===== config.mk =====
export PLATFORM = sky130hd
export DESIGN_NAME = amostrador_entrada_flat
export DESIGN_NICKNAME = d
export VERILOG_FILES = /design/src/rtl/amostrador_pkg.sv /design/src/rtl/amostrador_if.sv /design/src/rtl/amostrador_entrada_sincronizador.sv /design/src/rtl/amostrador_entrada.sv /design/src/flat_wrapper.sv
export SDC_FILE = /design/constraint.sdc
export NUM_CORES = 1
export LEC_CHECK = 0
export ABC_CLOCK_PERIOD_IN_PS = 1800
export CORE_MARGIN = 2
export CORE_UTILIZATION = 54
export CTS_CLUSTER_DIAMETER = 150
export CTS_CLUSTER_SIZE = 24
export DETAILED_ROUTE_END_ITERATION = 7
export PLACE_DENSITY = 0.77
export SYNTH_ARGS = -nofsm -noshare
export SYNTH_HDL_FRONTEND = slang
export SYNTH_SLANG_ARGS = --single-unit
export TNS_END_PERCENT = 30

===== constraint.sdc =====
create_clock -name clk -period 1.8 [get_ports clk]
set_input_delay 0.36 -clock clk [delete_from_list [all_inputs] [get_ports clk]]
set_output_delay 0.36 -clock clk [all_outputs]
set_load 0.01 [all_outputs]

===== src/rtl/amostrador_pkg.sv =====
// Shared types for the input sampler: state encoding, idle code, counter sizing.
// Optional auto-repeat is enabled by defining AMOSTRADOR_REPEAT_EN.
package amostrador_pkg;

  localparam int CODE_W = 7;

  typedef enum logic [1:0] {
    OCIOSO    = 2'd0,
    FILTRANDO = 2'd1,
    EMITIDO   = 2'd2,
    LIBERANDO = 2'd3
  } estado_t;

  localparam logic [CODE_W-1:0] CODE_IDLE = '0;

  // Counter width able to hold max(a,b) without wrapping.
  function automatic int cnt_bits(input int a, input int b);
    return $clog2(((a > b) ? a : b) + 1);
  endfunction

endpackage


===== src/rtl/amostrador_if.sv =====
// Code-line bundle between raw keypad lines and the sequence decoder.
// master drives Bruto and reads results; slave is the sampler.
interface amostrador_if #(
  parameter int WIDTH = 7
);

  logic [WIDTH-1:0] Bruto;
  logic [WIDTH-1:0] Entrada;
  logic             Controle;
  logic             Pressionado;

  modport master (
    output Bruto,
    input  Entrada,
    input  Controle,
    input  Pressionado
  );

  modport slave (
    input  Bruto,
    output Entrada,
    output Controle,
    output Pressionado
  );

endinterface


===== src/rtl/amostrador_entrada_sincronizador.sv =====
// Two-flop synchroniser for the raw code lines; Reset clears both stages.
// Ports: clk, Reset (sync, active-high), d (async in), q (synced out).
module sincronizador #(
  parameter int WIDTH = 7
) (
  input  logic             clk,
  input  logic             Reset,
  input  logic [WIDTH-1:0] d,
  output logic [WIDTH-1:0] q
);

  logic [WIDTH-1:0] s1;

  always_ff @(posedge clk) begin
    if (Reset) begin
      s1 <= '0;
      q  <= '0;
    end else begin
      s1 <= d;
      q  <= s1;
    end
  end

endmodule


===== src/rtl/amostrador_entrada.sv =====
// Input sampler: sync, debounce, one Controle strobe per accepted press.
// Ports: clk, Reset (sync high), bus (Bruto in; Entrada/Controle/Pressionado out).
// AMOSTRADOR_REPEAT_EN adds auto-repeat strobes while a code is held.
module amostrador_entrada
  import amostrador_pkg::*;
#(
  parameter int WIDTH        = 7,
  parameter int DEBOUNCE_CYC = 16,
  parameter int REPEAT_CYC   = 200
) (
  input  logic         clk,
  input  logic         Reset,
  amostrador_if.slave  bus
);

  localparam int CW = cnt_bits(DEBOUNCE_CYC, REPEAT_CYC);
  localparam logic [CW-1:0] CNT_LAST = CW'(DEBOUNCE_CYC - 1);
  localparam logic [WIDTH-1:0] IDLE = WIDTH'(CODE_IDLE);

  logic [WIDTH-1:0] s2;
  logic [WIDTH-1:0] cand;
  logic [WIDTH-1:0] entrada;
  logic [CW-1:0]    cnt;
  logic             controle;
  estado_t          state;

`ifdef AMOSTRADOR_REPEAT_EN
  localparam logic [CW-1:0] RPT_LAST = CW'(REPEAT_CYC - 1);
  logic [CW-1:0] rpt;
`endif

  sincronizador #(
    .WIDTH (WIDTH)
  ) u_sync (
    .clk   (clk),
    .Reset (Reset),
    .d     (bus.Bruto),
    .q     (s2)
  );

  assign bus.Entrada     = entrada;
  assign bus.Controle    = controle;
  assign bus.Pressionado = (state == EMITIDO) ||
                           (state == LIBERANDO);

  always_ff @(posedge clk) begin
    if (Reset) begin
      state    <= OCIOSO;
      cand     <= '0;
      cnt      <= '0;
      entrada  <= '0;
      controle <= 1'b0;
`ifdef AMOSTRADOR_REPEAT_EN
      rpt      <= '0;
`endif
    end else begin
      controle <= 1'b0;
      unique case (state)
        OCIOSO: begin
          if (s2 != IDLE) begin
            state <= FILTRANDO;
            cand  <= s2;
            cnt   <= '0;
          end
        end
        FILTRANDO: begin
          if (s2 == IDLE) begin
            state <= OCIOSO;
          end else if (s2 != cand) begin
            cand <= s2;
            cnt  <= '0;
          end else if (cnt < CNT_LAST) begin
            cnt <= cnt + 1'b1;
          end else begin
            entrada  <= cand;
            controle <= 1'b1;
            state    <= EMITIDO;
          end
        end
        EMITIDO: begin
          if (s2 != entrada) begin
            state <= LIBERANDO;
            cand  <= s2;
            cnt   <= '0;
`ifdef AMOSTRADOR_REPEAT_EN
            rpt   <= '0;
`endif
          end
`ifdef AMOSTRADOR_REPEAT_EN
          else if (rpt == RPT_LAST) begin
            controle <= 1'b1;
            rpt      <= '0;
          end else begin
            rpt <= rpt + 1'b1;
          end
`endif
        end
        LIBERANDO: begin
          // Return to the held code is a glitch: no new strobe.
          if (s2 == entrada) begin
            state <= EMITIDO;
          end else if (s2 != cand) begin
            cand <= s2;
            cnt  <= '0;
          end else if (cnt < CNT_LAST) begin
            cnt <= cnt + 1'b1;
          end else if (cand == IDLE) begin
            state <= OCIOSO;
          end else begin
            // Slide straight to a new code counts as a press.
            entrada  <= cand;
            controle <= 1'b1;
            state    <= EMITIDO;
          end
        end
        default: state <= OCIOSO;
      endcase
    end
  end

endmodule


===== src/flat_wrapper.sv =====
// flat-port wrapper written by rule: the top's interface ports become plain ports
module amostrador_entrada_flat import amostrador_pkg::*;
#(
  parameter int WIDTH        = 7,
  parameter int DEBOUNCE_CYC = 16,
  parameter int REPEAT_CYC   = 200
)
  (clk, Reset, bus_Bruto, bus_Entrada, bus_Controle, bus_Pressionado);
  amostrador_if #(.WIDTH(WIDTH)) bus_i ();
  input  logic clk;
  input  logic Reset;
  input wire logic [$bits(bus_i.Bruto)-1:0] bus_Bruto;
  output wire logic [$bits(bus_i.Entrada)-1:0] bus_Entrada;
  output wire logic [$bits(bus_i.Controle)-1:0] bus_Controle;
  output wire logic [$bits(bus_i.Pressionado)-1:0] bus_Pressionado;
  assign bus_i.Bruto = bus_Bruto;
  assign bus_Entrada = bus_i.Entrada;
  assign bus_Controle = bus_i.Controle;
  assign bus_Pressionado = bus_i.Pressionado;
  amostrador_entrada #(.WIDTH(WIDTH), .DEBOUNCE_CYC(DEBOUNCE_CYC), .REPEAT_CYC(REPEAT_CYC)) u_core (.clk(clk), .Reset(Reset), .bus(bus_i));
endmodule

Word-level counts from Yosys, hierarchy flattened
Cells that the tools add are included.
{"block": "classes", "add_sub_neg": 1, "n_lt_le_gt_ge": 1, "n_eq_ne": 19, "mux": 39, "n_reduce_logical": 9}
{"op": "7-bit two-way mux", "count": 12}
{"op": "8-bit two-way mux", "count": 6}
{"op": "8-bit case mux with 4 select lines", "count": 1}
{"op": "7-bit case mux with 4 select lines", "count": 1}
{"op": "2-bit two-way mux", "count": 9}
{"op": "2-bit != test (second input constant)", "count": 8}
{"op": "7-bit zero test", "count": 2}
{"op": "7-bit != test", "count": 2}
{"op": "7-bit case mux with 2 select lines", "count": 1}
{"op": "8-bit by 1-bit adder with 8-bit output (second input constant)", "count": 1}
{"op": "8-bit by 4-bit < comparator with 1-bit output (second input constant)", "count": 1}
{"op": "2-bit case mux with 4 select lines", "count": 1}
{"op": "8-bit AND reduction", "count": 1}
{"op": "7-bit == test", "count": 1}
{"op": "1-bit two-way mux", "count": 7}
{"op": "7-bit nonzero test", "count": 1}
{"op": "3-bit by 2-bit != test with 1-bit output (second input constant)", "count": 2}
{"op": "3-bit != test (second input constant)", "count": 2}
{"op": "6-bit AND reduction", "count": 1}
{"op": "2-bit == test (second input constant)", "count": 2}
{"op": "4-bit AND reduction", "count": 1}
{"op": "2-bit by 1-bit == test with 1-bit output (second input constant)", "count": 1}
{"op": "2-bit zero test", "count": 1}
{"op": "2-bit by 1-bit != test with 1-bit output (second input constant)", "count": 1}
{"op": "3 further kinds", "count": 3}
{"block": "totals", "register_bits": 39, "out_inout_bits": 9}

Logic depth before layout (Yosys ltp)
Gate-level depths: netlist of the first run.
{"block": "logic_depth", "ltp_word": 6, "depth_mapped": 6, "depth_no_buf": 5}

Modules after synthesis
From an unflattened synthesis of the first run, not the netlist that was laid out.
{"block": "unflattened", "hier_cells": 168, "hier_area_um2": 1654.1}
{"module": "amostrador_entrada", "n_inst": 1, "cells_each": 139, "area_each_um2": 1246.2}
{"module": "sincronizador", "n_inst": 1, "cells_each": 29, "area_each_um2": 407.9}

Least setup slack after synthesis of the first run
No wires, ideal clock.
{"block": "synth_timing", "kind": "register to register", "from": "register u_core.cnt[4]", "to": "register u_core.entrada[5] (netlist: u_core.bus.Entrada[5])", "t_arrival_ps": 1496, "t_required_ps": 1681, "path_slack_ps": 185, "stages_incl_launch_ff": 7, "path_buffers": 1, "synth_period_minus_slack_ps": 1615, "cell_sequence": "dfxtp_1 or4_4 a31oi_4 nor3_2 nor3b_2 buf_6 mux2i_1"}
{"block": "synth_between", "elab_chain_cells": 3}
{"element": "start: declaration", "line": "amostrador_entrada.sv:23", "rtl": "logic [CW-1:0] cnt;"}
{"element": "start signal: assignment", "line": "amostrador_entrada.sv:73", "rtl": "cnt <= cnt + 1'b1;"}
{"element": "start signal: assignment", "line": "amostrador_entrada.sv:106", "rtl": "cnt <= cnt + 1'b1;"}
{"element": "8-bit by 4-bit < comparator with 1-bit output *", "line": "amostrador_entrada.sv:72, amostrador_entrada.sv:105"}
{"element": "2-bit != test (no source line)"}
{"element": "8-bit AND reduction (no source line) *"}
{"element": "end signal: assignment", "line": "amostrador_entrada.sv:75", "rtl": "entrada <= cand;"}
{"element": "end signal: assignment", "line": "amostrador_entrada.sv:111", "rtl": "entrada <= cand;"}
{"element": "end: declaration", "line": "amostrador_entrada.sv:22", "rtl": "logic [WIDTH-1:0] entrada;"}
Mark *: on every way between the ends. The rest lies on a longest branch, timed or not.
A chain may end at the register's enable or synchronous reset.

Worst setup path after layout of the first run
{"block": "layout_timing", "from": "register u_core.cnt[4]", "to": "register u_core.cnt[0]"}
{"block": "layout_between", "elab_chain_cells": 5}
{"element": "8-bit by 4-bit < comparator with 1-bit output *", "line": "amostrador_entrada.sv:72, amostrador_entrada.sv:105"}
{"element": "8-bit two-way mux * (2 in a row)"}
{"element": "8-bit two-way mux (on tied branches)"}
{"element": "8-bit case mux with 4 select lines *"}
Mark *: on every way between the ends. The rest lies on a longest branch, timed or not. The select of a mux whose other input is x is not followed.

==> results.py, run 1 <==
metrics = {
    "run_status": {
        "status": "complete, no violations",
    },
    "power_and_ir_drop": {
        "power.leakage_uw": 0.000748,
        "p_per_area_mw_per_mm2": 890,
        "ir_drop_mv": 0.659,
    },
    "synth": {
        "ys_warn_count": 0,
        "synth_top_cell_area_share_pct": 47.8,
        "syn_inst": 156,
        "synth_seq_cells": 39,
        "ys_types": 31,
        "synth_nets": 166,
        "post_synth.cell_area_avg_um2": 10.5,
        "synth_area_mm2": 0.00163,
        "ys_seq_area_share_pct": 47.8,
        "synth.area.top_cells": "dfxtp_1 48%, mux2i_1 9.2%, nand2b_1 8.8%",
        "synth_top_cell_by_area": "dfxtp_1",
    },
    "finish": {
        "drive_gt1_share_pct": 15.0,
        "layout.nets": 189,
        "nFillCells": 185,
        "multiInputGateArea_um2": 865,
        "ff_latch_area_um2": 785,
        "area_growth_pct": 23.2,
        "diodes": 0,
        "final_core_util_pct": 71.7,
    },
    "setup_path": {
        "end_kind": "register",
        "worstPathArrival_ns": 2.05,
        "path_max_fanout": 6,
        "path_class": "reg2reg",
        "start_kind": "register",
        "required_ns": 2.07,
    },
    "floorplanning": {
        "fp.coreArea_mm2": 0.00281,
        "start_util_pct": 58.2,
        "row_count": 19,
        "num_io_pins": 18,
        "fp.dieH_um": 59.0,
        "die_w_um": 59.0,
        "die-area_mm2": 0.00348,
    },
    "cts": {
        "numCtsBuffers": 5,
        "cts_tree": "done",
        "cts.clk_slew.worst_paths_ns": 0.11,
        "clk_latency_ns": 0.35,
        "cts_htree_levels": 2,
        "cts_buffer_depth": 2,
        "cts_sinks": 39,
        "cts_root_buf": "clkbuf_4",
    },
    "drt": {
        "vias": 1167,
        "drc": 0,
        "post_drt_wl_per_cell_um": 14.7,
        "drt_first_iter_violations": 37,
        "wl_um": 3110,
        "viasPerCell": 5.53,
        "antenna_left": 0,
        "firstDrtPassIters": 4,
    },
    "sta": {
        "rsz0062_at_grt": "true",
        "clock_skew_ns": 0.00290,
        "max_freq_mhz": 563,
        "slew-limit-headroom_pct": 72.3,
        "slew_viol_final": 0,
        "period_minus_slack_ns": 1.77,
        "finalSetupViolations": 0,
        "final.period_utilization_pct": 98.6,
        "hold_viol": 0,
        "worstMarginPinSlew_ns": 0.412,
        "setup_tns_ns": 0,
    },
    "global_route": {
        "grt.busiest_layer": "met2",
        "track_usage_pct": 19.6,
        "gr-total-overflow": 0,
        "grt_pass1_wl_um": 5040,
        "antenna_found_initial": 0,
        "grt_max_degree": 25,
        "use_met1_pct": 23.7,
        "gr-usage-met2_pct": 30.6,
        "grt_pass1_vias": 1156,
        "grt_util_met3_pct": 5.68,
    },
    "placed_design": {
        "hpwl_um": 2190,
        "gp_congestion": 0.870,
        "io_buffers": 17,
    },
    "job": {
        "maxCapViolations": 0,
    },
    "worst_hold_path": {
        "hp-class": "reg2reg",
    },
}
kinds of logic (layout without fill, tap and decap cells):
kind of cell             after synthesis  count (layout)  share of synthesized area, %
flip-flops                            39              39                          47.8
AO/OA/AOI/OAI                         11              11                          5.75
XOR/XNOR                              14              14                          7.51
adder cells (fa/ha/maj)                1               1                         0.766
AND/OR/NAND/NOR                       67              67                          26.4
buffers and inverters                  9              33                          2.53
multiplexers                          15              15                          9.20
placed cells by master, fill, tap and decap left out, types with 2 or more instances in the layout:
cell	Yosys	layout
dfxtp_2	0	3
bufinv_16	0	2
nor2b_1	14	14
nand2_1	3	3
clkbuf_4	0	5
nand2b_1	23	23
inv_1	2	2
or3_1	2	2
dfxtp_1	39	36
nor2_4	0	2
nor4_1	3	2
buf_4	0	6
xnor2_1	7	7
mux2i_1	15	15
nor2_1	4	2
xor2_1	7	7
clkdlybuf4s50_1	0	17
nand4_1	3	3
nor3_1	3	3
nor3b_1	4	4
a21oi_1	4	4
path summary, 6_finish.rpt:
path / from / cells after the start / slack [ns] / end
max: u_core.cnt[4] / 6 / 0.03 / u_core.cnt[0]
min: u_core.u_sync.s1[1] / 1 / 0.45 / u_core.u_sync.q[1]
max reg2reg: u_core.cnt[4] / 6 / 0.03 / u_core.cnt[0]
min reg2reg: u_core.u_sync.s1[1] / 1 / 0.45 / u_core.u_sync.q[1]
synth_stat cells (all sizes together):
library cell / count
o2bb2ai: 1
inv: 2
xor2: 7
nor2: 5
xnor2: 7
a21boi: 1
ha: 1
nand2: 3
buf: 1
nand4bb: 1
nand2b: 23
or3: 2
nor4b: 2
and4b: 1
or4: 1
a31oi: 1
mux2i: 15
a211oi: 1
dfxtp: 39
clkbuf: 6
nor3b: 5
a21oi: 4
o32ai: 2
nand4: 3
nor2b: 14
nor4: 3
o21ai: 1
nor3: 4
power breakdown:
part | switching (µW) | internal (µW) | leakage (µW)
clock network | 278 | 433 | 0.0000525
logic | 89.1 | 84.0 | 0.000376
registers | 19.5 | 887 | 0.000319
total | 387 | 1400 | 0.000748
metrics by stage:
| step | cells | hold WS [ns] | power, µW | instance area [µm²] | setup slack (ns) |
|---|---|---|---|---|---|
| 6_report | 211 | 0.445 | 1790 | 2010 | 0.0251 |
| 5_1_grt | 211 | 0.452 | 1860 | 2010 | -0.0713 |
| 4_1_cts | 210 | 0.453 | 1780 | 1960 | -0.00348 |
| 3_5_place_dp | 202 | 0.426 | 1080 | 1850 | -0.0285 |
| 3_3_place_gp | 202 | 0.419 | 1080 | 1850 | 0.00697 |
| 2_1_floorplan | 156 | 0.414 | 1030 | 1630 | 0.185 |
flip-flops by register name (all words and copies together), names as in the netlist:
register and cells:
u_core.u_sync.s1 7, u_core.cand 7, u_core.u_sync.q 7, u_core.bus.Controle 1, u_core.cnt 8, u_core.bus.Entrada 7
u_core.state 2
final cells by class:
type	instances	area share, %
multi-input cells	108	43.0
clock buffers	6	2.05
repair buffers	23	10.7
well taps	31	1.93
flip-flops and latches	39	39.0
clock inverters	2	2.99
inverters	2	0.373
critical path, stage by stage, from the launching register on:
cell and delay [ns]:
dfxtp_1 0.33, or4_4 0.54, a31oi_4 0.22, nor3_4 0.07, buf_4 0.16, nor2_4 0.14
mux2i_1 0.25
routing by layer:
layer	vias up	wire (µm)	part of all wire, %
li1	579	-	-
met1	549	1330	43
met2	29	1540	50
met3	10	145	4.7
met4	0	86	2.8
met5	-	0	0
repair_timing:
item	in CTS	in global routing
resized for setup	3	9
hold buffers	0	0
buffers inserted	0	1
pin swaps	0	1
hold endpoints to repair	0	0
endpoints found under the setup margin	18	18
No activity file was read; power rests on OpenSTA's default activity.
==> inputs of run 2 (changes only) <==
--- a/config.mk
+++ b/config.mk
@@ -7,11 +7,10 @@
 export LEC_CHECK = 0
 export ABC_CLOCK_PERIOD_IN_PS = 1800
 export CORE_MARGIN = 2
-export CORE_UTILIZATION = 54
+export CORE_UTILIZATION = 35
 export CTS_CLUSTER_DIAMETER = 150
 export CTS_CLUSTER_SIZE = 24
 export DETAILED_ROUTE_END_ITERATION = 7
-export PLACE_DENSITY = 0.77
 export SYNTH_ARGS = -nofsm -noshare
 export SYNTH_HDL_FRONTEND = slang
 export SYNTH_SLANG_ARGS = --single-unit
==> run 2 against run 1 <==
  * Highest routed layer unchanged
  * Critical path type unchanged
  * Largest power group unchanged
  * Global-route usage shrank 5.5 points
  * Maximum frequency grew 1.9%
  * Flip-flop and latch count is the same
  * Sequential power is essentially flat
==> results.py, run 2 (synthesis results as in run 1) <==
metrics = {
    "job": {
        "maxCapViolations": 0,
    },
    "drt": {
        "antenna_left": 0,
        "drt_first_iter_violations": 44,
        "firstDrtPassIters": 4,
        "drc": 0,
        "post_drt_wl_per_cell_um": 13.0,
        "vias": 1199,
        "viasPerCell": 4.83,
        "wl_um": 3220,
    },
    "finish": {
        "layout.nets": 205,
        "area_growth_pct": 36.9,
        "final_common_cell": "dfxtp_1",
        "diodes": 0,
        "largest_register_ffs": 8,
        "drive_gt1_share_pct": 23.0,
        "final_cell_mix": "37 x dfxtp_1, 23 x nand2b_1, 20 x buf_4, 17 x clkdlybuf4s50_1, 15 x mux2i_1",
        "regMostFlops": "u_core.cnt",
    },
    "run_status": {
        "status": "complete, no violations",
    },
    "placed_design": {
        "hpwl_um": 2220,
        "gp_congestion": 0.787,
        "pre_cts_slack_ns": -0.152,
        "io_buffers": 17,
    },
    "setup_path": {
        "worstPathArrival_ns": 1.96,
        "path_max_fanout": 7,
        "required_ns": 2.02,
        "rrSetupSlack_ns": 0.06,
        "r2r_end": "u_core.cnt[0]",
        "start_kind": "register",
        "cp-startpoint": "u_core.cnt[4]",
        "end_kind": "register",
        "path_class": "reg2reg",
        "r2r-start": "u_core.cnt[4]",
        "worstRegToRegCells": 6,
    },
    "worst_hold_path": {
        "hp-start": "u_core.u_sync.s1[1]",
        "min_to": "u_core.u_sync.q[1]",
        "hp-class": "reg2reg",
        "hold_depth": 1,
    },
    "cts": {
        "cts_buffer_depth": 2,
        "cts_htree_levels": 2,
        "holdBufCountCts": 0,
        "clk_latency_ns": 0.29,
        "cts_sinks": 39,
        "cts.clk_slew.worst_paths_ns": 0.08,
        "cts_tree": "done",
        "numCtsBuffers": 5,
        "cts_root_buf": "clkbuf_8",
    },
    "sta": {
        "hold_slack_ns": 0.440,
        "clock_skew_ns": 0.00648,
        "finalSetupViolations": 0,
        "max_freq_mhz": 574,
        "hold_viol": 0,
        "period_minus_slack_ns": 1.74,
        "worstMarginPinSlew_ns": 0.382,
        "slew_viol_final": 0,
        "fin_ws_ns": 0.0590,
        "rsz0062_at_grt": "true",
        "final.period_utilization_pct": 96.7,
        "slew-limit-headroom_pct": 74.5,
    },
    "floorplanning": {
        "num_io_pins": 18,
        "die_w_um": 72.3,
        "die-area_mm2": 0.00523,
        "fp.dieH_um": 72.3,
        "start_util_pct": 37.0,
        "fp.coreArea_mm2": 0.00441,
        "row_count": 24,
    },
    "global_route": {
        "antenna_found_initial": 0,
        "grt_pass1_wl_um": 5640,
        "track_usage_pct": 14.1,
        "gr-total-overflow": 0,
        "grt_max_degree": 46,
        "grt_pass1_vias": 1298,
    },
    "power_and_ir_drop": {
        "power.leakage_uw": 0.000847,
        "ir_drop_mv": 0.516,
        "p_per_area_mw_per_mm2": 877,
    },
}
==> run 2: changes by cell type in the layout (fill, tap and decap cells not counted), sizes merged <==
cell and change:
clkinvlp +1, buf +16, clkbuf -1
==> run 2: worst max-delay path by stage <==
stage | end | depth (start not counted) | slack [ns]
after floorplan | u_core.bus.Entrada[5] | 6 | 0.18
after global placement | u_core.bus.Entrada[6] | 5 | -0.1
after detailed placement | u_core.bus.Entrada[2] | 5 | -0.15
after CTS | u_core.bus.Entrada[2] | 5 | 0.02
after global routing | u_core.cnt[0] | 6 | -0.02
final | u_core.cnt[0] | 6 | 0.06
==> run 2: layout make-up <==
class	instances	area, µm²
flip-flops and latches	39	783
fillers	394	2180
clock inverters	3	67.6
well taps	52	65.1
inverters	2	7.51
repair buffers	39	352
multi-input cells	108	891
clock buffers	5	68.8
==> run 2: power by group <==
group / total (µW) / switching [µW] / internal [µW]
Sequential: 904 / 17.3 / 887
Clock: 857 / 305 / 553
Combinational: 199 / 93.3 / 106
==> run 2: routing by layer <==
layer | vias up | global-route usage, % | part of all wire, %
li1 | 606 | - | -
met1 | 559 | 16.7 | 43
met2 | 27 | 23.4 | 50
met3 | 7 | 4.17 | 4.6
met4 | 0 | 6.71 | 2.4
met5 | - | 0 | 0
==> run 2: repair_timing <==
| action | CTS | global route |
|---|---|---|
| pin swaps | 0 | 3 |
| endpoints found under the setup margin | 18 | 22 |
| buffers inserted | 0 | 3 |
| resized for setup | 5 | 10 |
| endpoints found under the hold margin | 0 | 0 |
==> run 2: worst max-delay path, cell delays in order, from the launching register on <==
cell	delay (ns)
dfxtp_1	0.31
or4_4	0.54
a31oi_4	0.21
nor3_2	0.08
buf_4	0.16
nor2_2	0.17
mux2i_1	0.20
==> run 2: metrics by stage <==
stage          util (%)  instances  power, µW  setup TNS [ns]  instance area [µm²]
6_report           50.6        248       1960               0                 2230
5_1_grt            50.6        248       2050         -0.0465                 2230
4_1_cts            48.8        245       1960               0                 2150
3_5_place_dp       45.1        237       1100           -1.34                 1990
3_3_place_gp       45.1        237       1090          -0.940                 1990
2_1_floorplan         -        156       1030               0                 1630
==> inputs of run 3 (changes only) <==
--- a/config.mk
+++ b/config.mk
@@ -11,6 +11,9 @@
 export CTS_CLUSTER_DIAMETER = 150
 export CTS_CLUSTER_SIZE = 24
 export DETAILED_ROUTE_END_ITERATION = 7
+export RECOVER_POWER = 100
+export SETUP_SLACK_MARGIN = 0.5
+export SLEW_MARGIN = 20
 export SYNTH_ARGS = -nofsm -noshare
 export SYNTH_HDL_FRONTEND = slang
 export SYNTH_SLANG_ARGS = --single-unit
==> run 3 against run 2 <==
  * Global-route usage shrank 0.84 points
  * Sequential power about the same
  * Final cell count is 4.0% lower
  * First-iteration DRC count shrank 2.3%
  * Total power down 0.19%
  * Cell area up 0.50%
  * Clock-buffer cell count grew 1
  * Combinational power about the same
  * Worst setup slack better by 0.012 ns
  * Register-to-register slack hardly changed
  * Wire length increased by 0.59%
  * Clock skew grew 0.00070 ns
  * Largest power group unchanged
  * Largest cell class unchanged
==> results.py, run 3 (synthesis results as in run 1) <==
metrics = {
    "finish": {
        "nFillCells": 374,
        "drive_gt1_share_pct": 30.6,
        "regMostFlops": "u_core.cnt",
        "diodes": 0,
        "layout.nets": 195,
        "largest_register_ffs": 8,
        "final_cell_mix": "23 x nand2b_1, 23 x dfxtp_1, 15 x mux2i_1, 14 x nor2b_1, 11 x dfxtp_2",
        "area_growth_pct": 37.5,
    },
    "floorplanning": {
        "fp.dieH_um": 72.3,
        "num_io_pins": 18,
        "die_w_um": 72.3,
        "fp.coreArea_mm2": 0.00441,
        "start_util_pct": 37.0,
        "die-area_mm2": 0.00523,
        "row_count": 24,
    },
    "setup_path": {
        "required_ns": 1.98,
        "end_kind": "register",
        "path_class": "reg2reg",
        "start_kind": "register",
        "worstPathArrival_ns": 1.90,
        "path_max_fanout": 3,
    },
    "cts": {
        "numCtsBuffers": 5,
        "cts_root_buf": "clkbuf_8",
        "cts_buffer_depth": 2,
        "cts_sinks": 39,
        "cts_tree": "done",
        "cts.clk_slew.worst_paths_ns": 0.07,
        "holdBufCountCts": 0,
        "cts_htree_levels": 2,
        "clk_latency_ns": 0.29,
    },
    "power_and_ir_drop": {
        "ir_drop_mv": 0.398,
        "p_per_area_mw_per_mm2": 871,
        "power.leakage_uw": 0.000854,
    },
    "sta": {
        "final.period_utilization_pct": 96.1,
        "fin_ws_ns": 0.0708,
        "max_freq_mhz": 578,
        "slew_viol_final": 0,
        "slew-limit-headroom_pct": 77.4,
        "hold_viol": 0,
        "worstMarginPinSlew_ns": 0.338,
        "clock_skew_ns": 0.00717,
        "rsz0062_at_grt": "true",
        "period_minus_slack_ns": 1.73,
        "finalSetupViolations": 0,
        "setup_tns_ns": 0,
        "hold_slack_ns": 0.437,
    },
    "worst_hold_path": {
        "hp-class": "reg2reg",
    },
    "placed_design": {
        "io_buffers": 17,
        "hpwl_um": 2230,
        "gp_congestion": 0.802,
        "pre_cts_slack_ns": 0.000703,
    },
    "global_route": {
        "grt_pass1_vias": 1116,
        "grt_max_degree": 25,
        "antenna_found_initial": 0,
        "track_usage_pct": 13.3,
        "gr-total-overflow": 0,
        "grt_pass1_wl_um": 5210,
    },
    "drt": {
        "antenna_left": 0,
        "drc": 0,
        "post_drt_wl_per_cell_um": 13.6,
        "vias": 1169,
        "wl_um": 3240,
        "firstDrtPassIters": 4,
        "viasPerCell": 4.91,
        "drt_first_iter_violations": 43,
    },
    "job": {
        "maxCapViolations": 0,
    },
    "run_status": {
        "status": "complete, no violations",
    },
}
run 3: cell count changes in the layout (fill, tap and decap cells not counted), sizes merged:
cell           previous run  this run
buf                      22        12
clkdlybuf4s50            17         7
dlygate4sd3               0         9
clkbuf                    5         6
clkinvlp                  1         0
dlymetal6s2s              0         1
run 3: per-stage QoR:
step / util, % / total power [µW] / cell area (µm²) / cells
3_5_place_dp: 43.1 / 1090 / 1900 / 226
2_1_floorplan: - / 1030 / 1640 / 156
5_1_grt: 50.9 / 2040 / 2250 / 238
3_3_place_gp: 43.1 / 1080 / 1900 / 226
4_1_cts: 47.6 / 1950 / 2100 / 235
6_report: 50.9 / 1960 / 2250 / 238
run 3: worst paths after layout:
check / from / to / slack [ns] / cells after the start
worst max register to register: u_core.cnt[4] / u_core.cnt[3] / 0.07 / 6
worst min register to register: u_core.u_sync.s1[5] / u_core.u_sync.q[5] / 0.44 / 1
worst max-delay path: u_core.cnt[4] / u_core.cnt[3] / 0.07 / 6
worst min-delay path: u_core.u_sync.s1[5] / u_core.u_sync.q[5] / 0.44 / 1
run 3: area by class of cell:
| class | count | area, µm² | area share (%) |
|---|---|---|---|
| clock buffers | 6 | 72.6 | 3.23 |
| clock inverters | 2 | 60.1 | 2.67 |
| inverters | 2 | 7.51 | 0.334 |
| multi-input cells | 108 | 953 | 42.5 |
| flip-flops and latches | 39 | 813 | 36.2 |
| well taps | 52 | 65.1 | 2.90 |
| repair buffers | 29 | 274 | 12.2 |
run 3: routing by layer:
metal	routed length, µm	up-vias	track usage (%)
met3	137	7	4.58
met5	0	-	0
met4	73	0	7.55
met1	1430	549	16.3
li1	-	589	-
met2	1600	24	20.2
run 3: worst max-delay path, stage by stage (launching register included):
cell     delay (ns)
dfxtp_1        0.31
or4_4          0.54
a31oi_4        0.22
nand4_1        0.15
buf_4          0.17
a21oi_4        0.14
o32ai_2        0.10
run 3: what timing repair did:
action                     4_1_cts  5_1_grt
buffers inserted                 1        3
setup endpoints to repair       34       34
gates resized for setup         16       30
pin swaps                        7       10
run 3: report_power, final:
part / switching [µW] / internal, µW
sequential: 23.0 / 884
clock: 300 / 554
combinational: 93.4 / 103
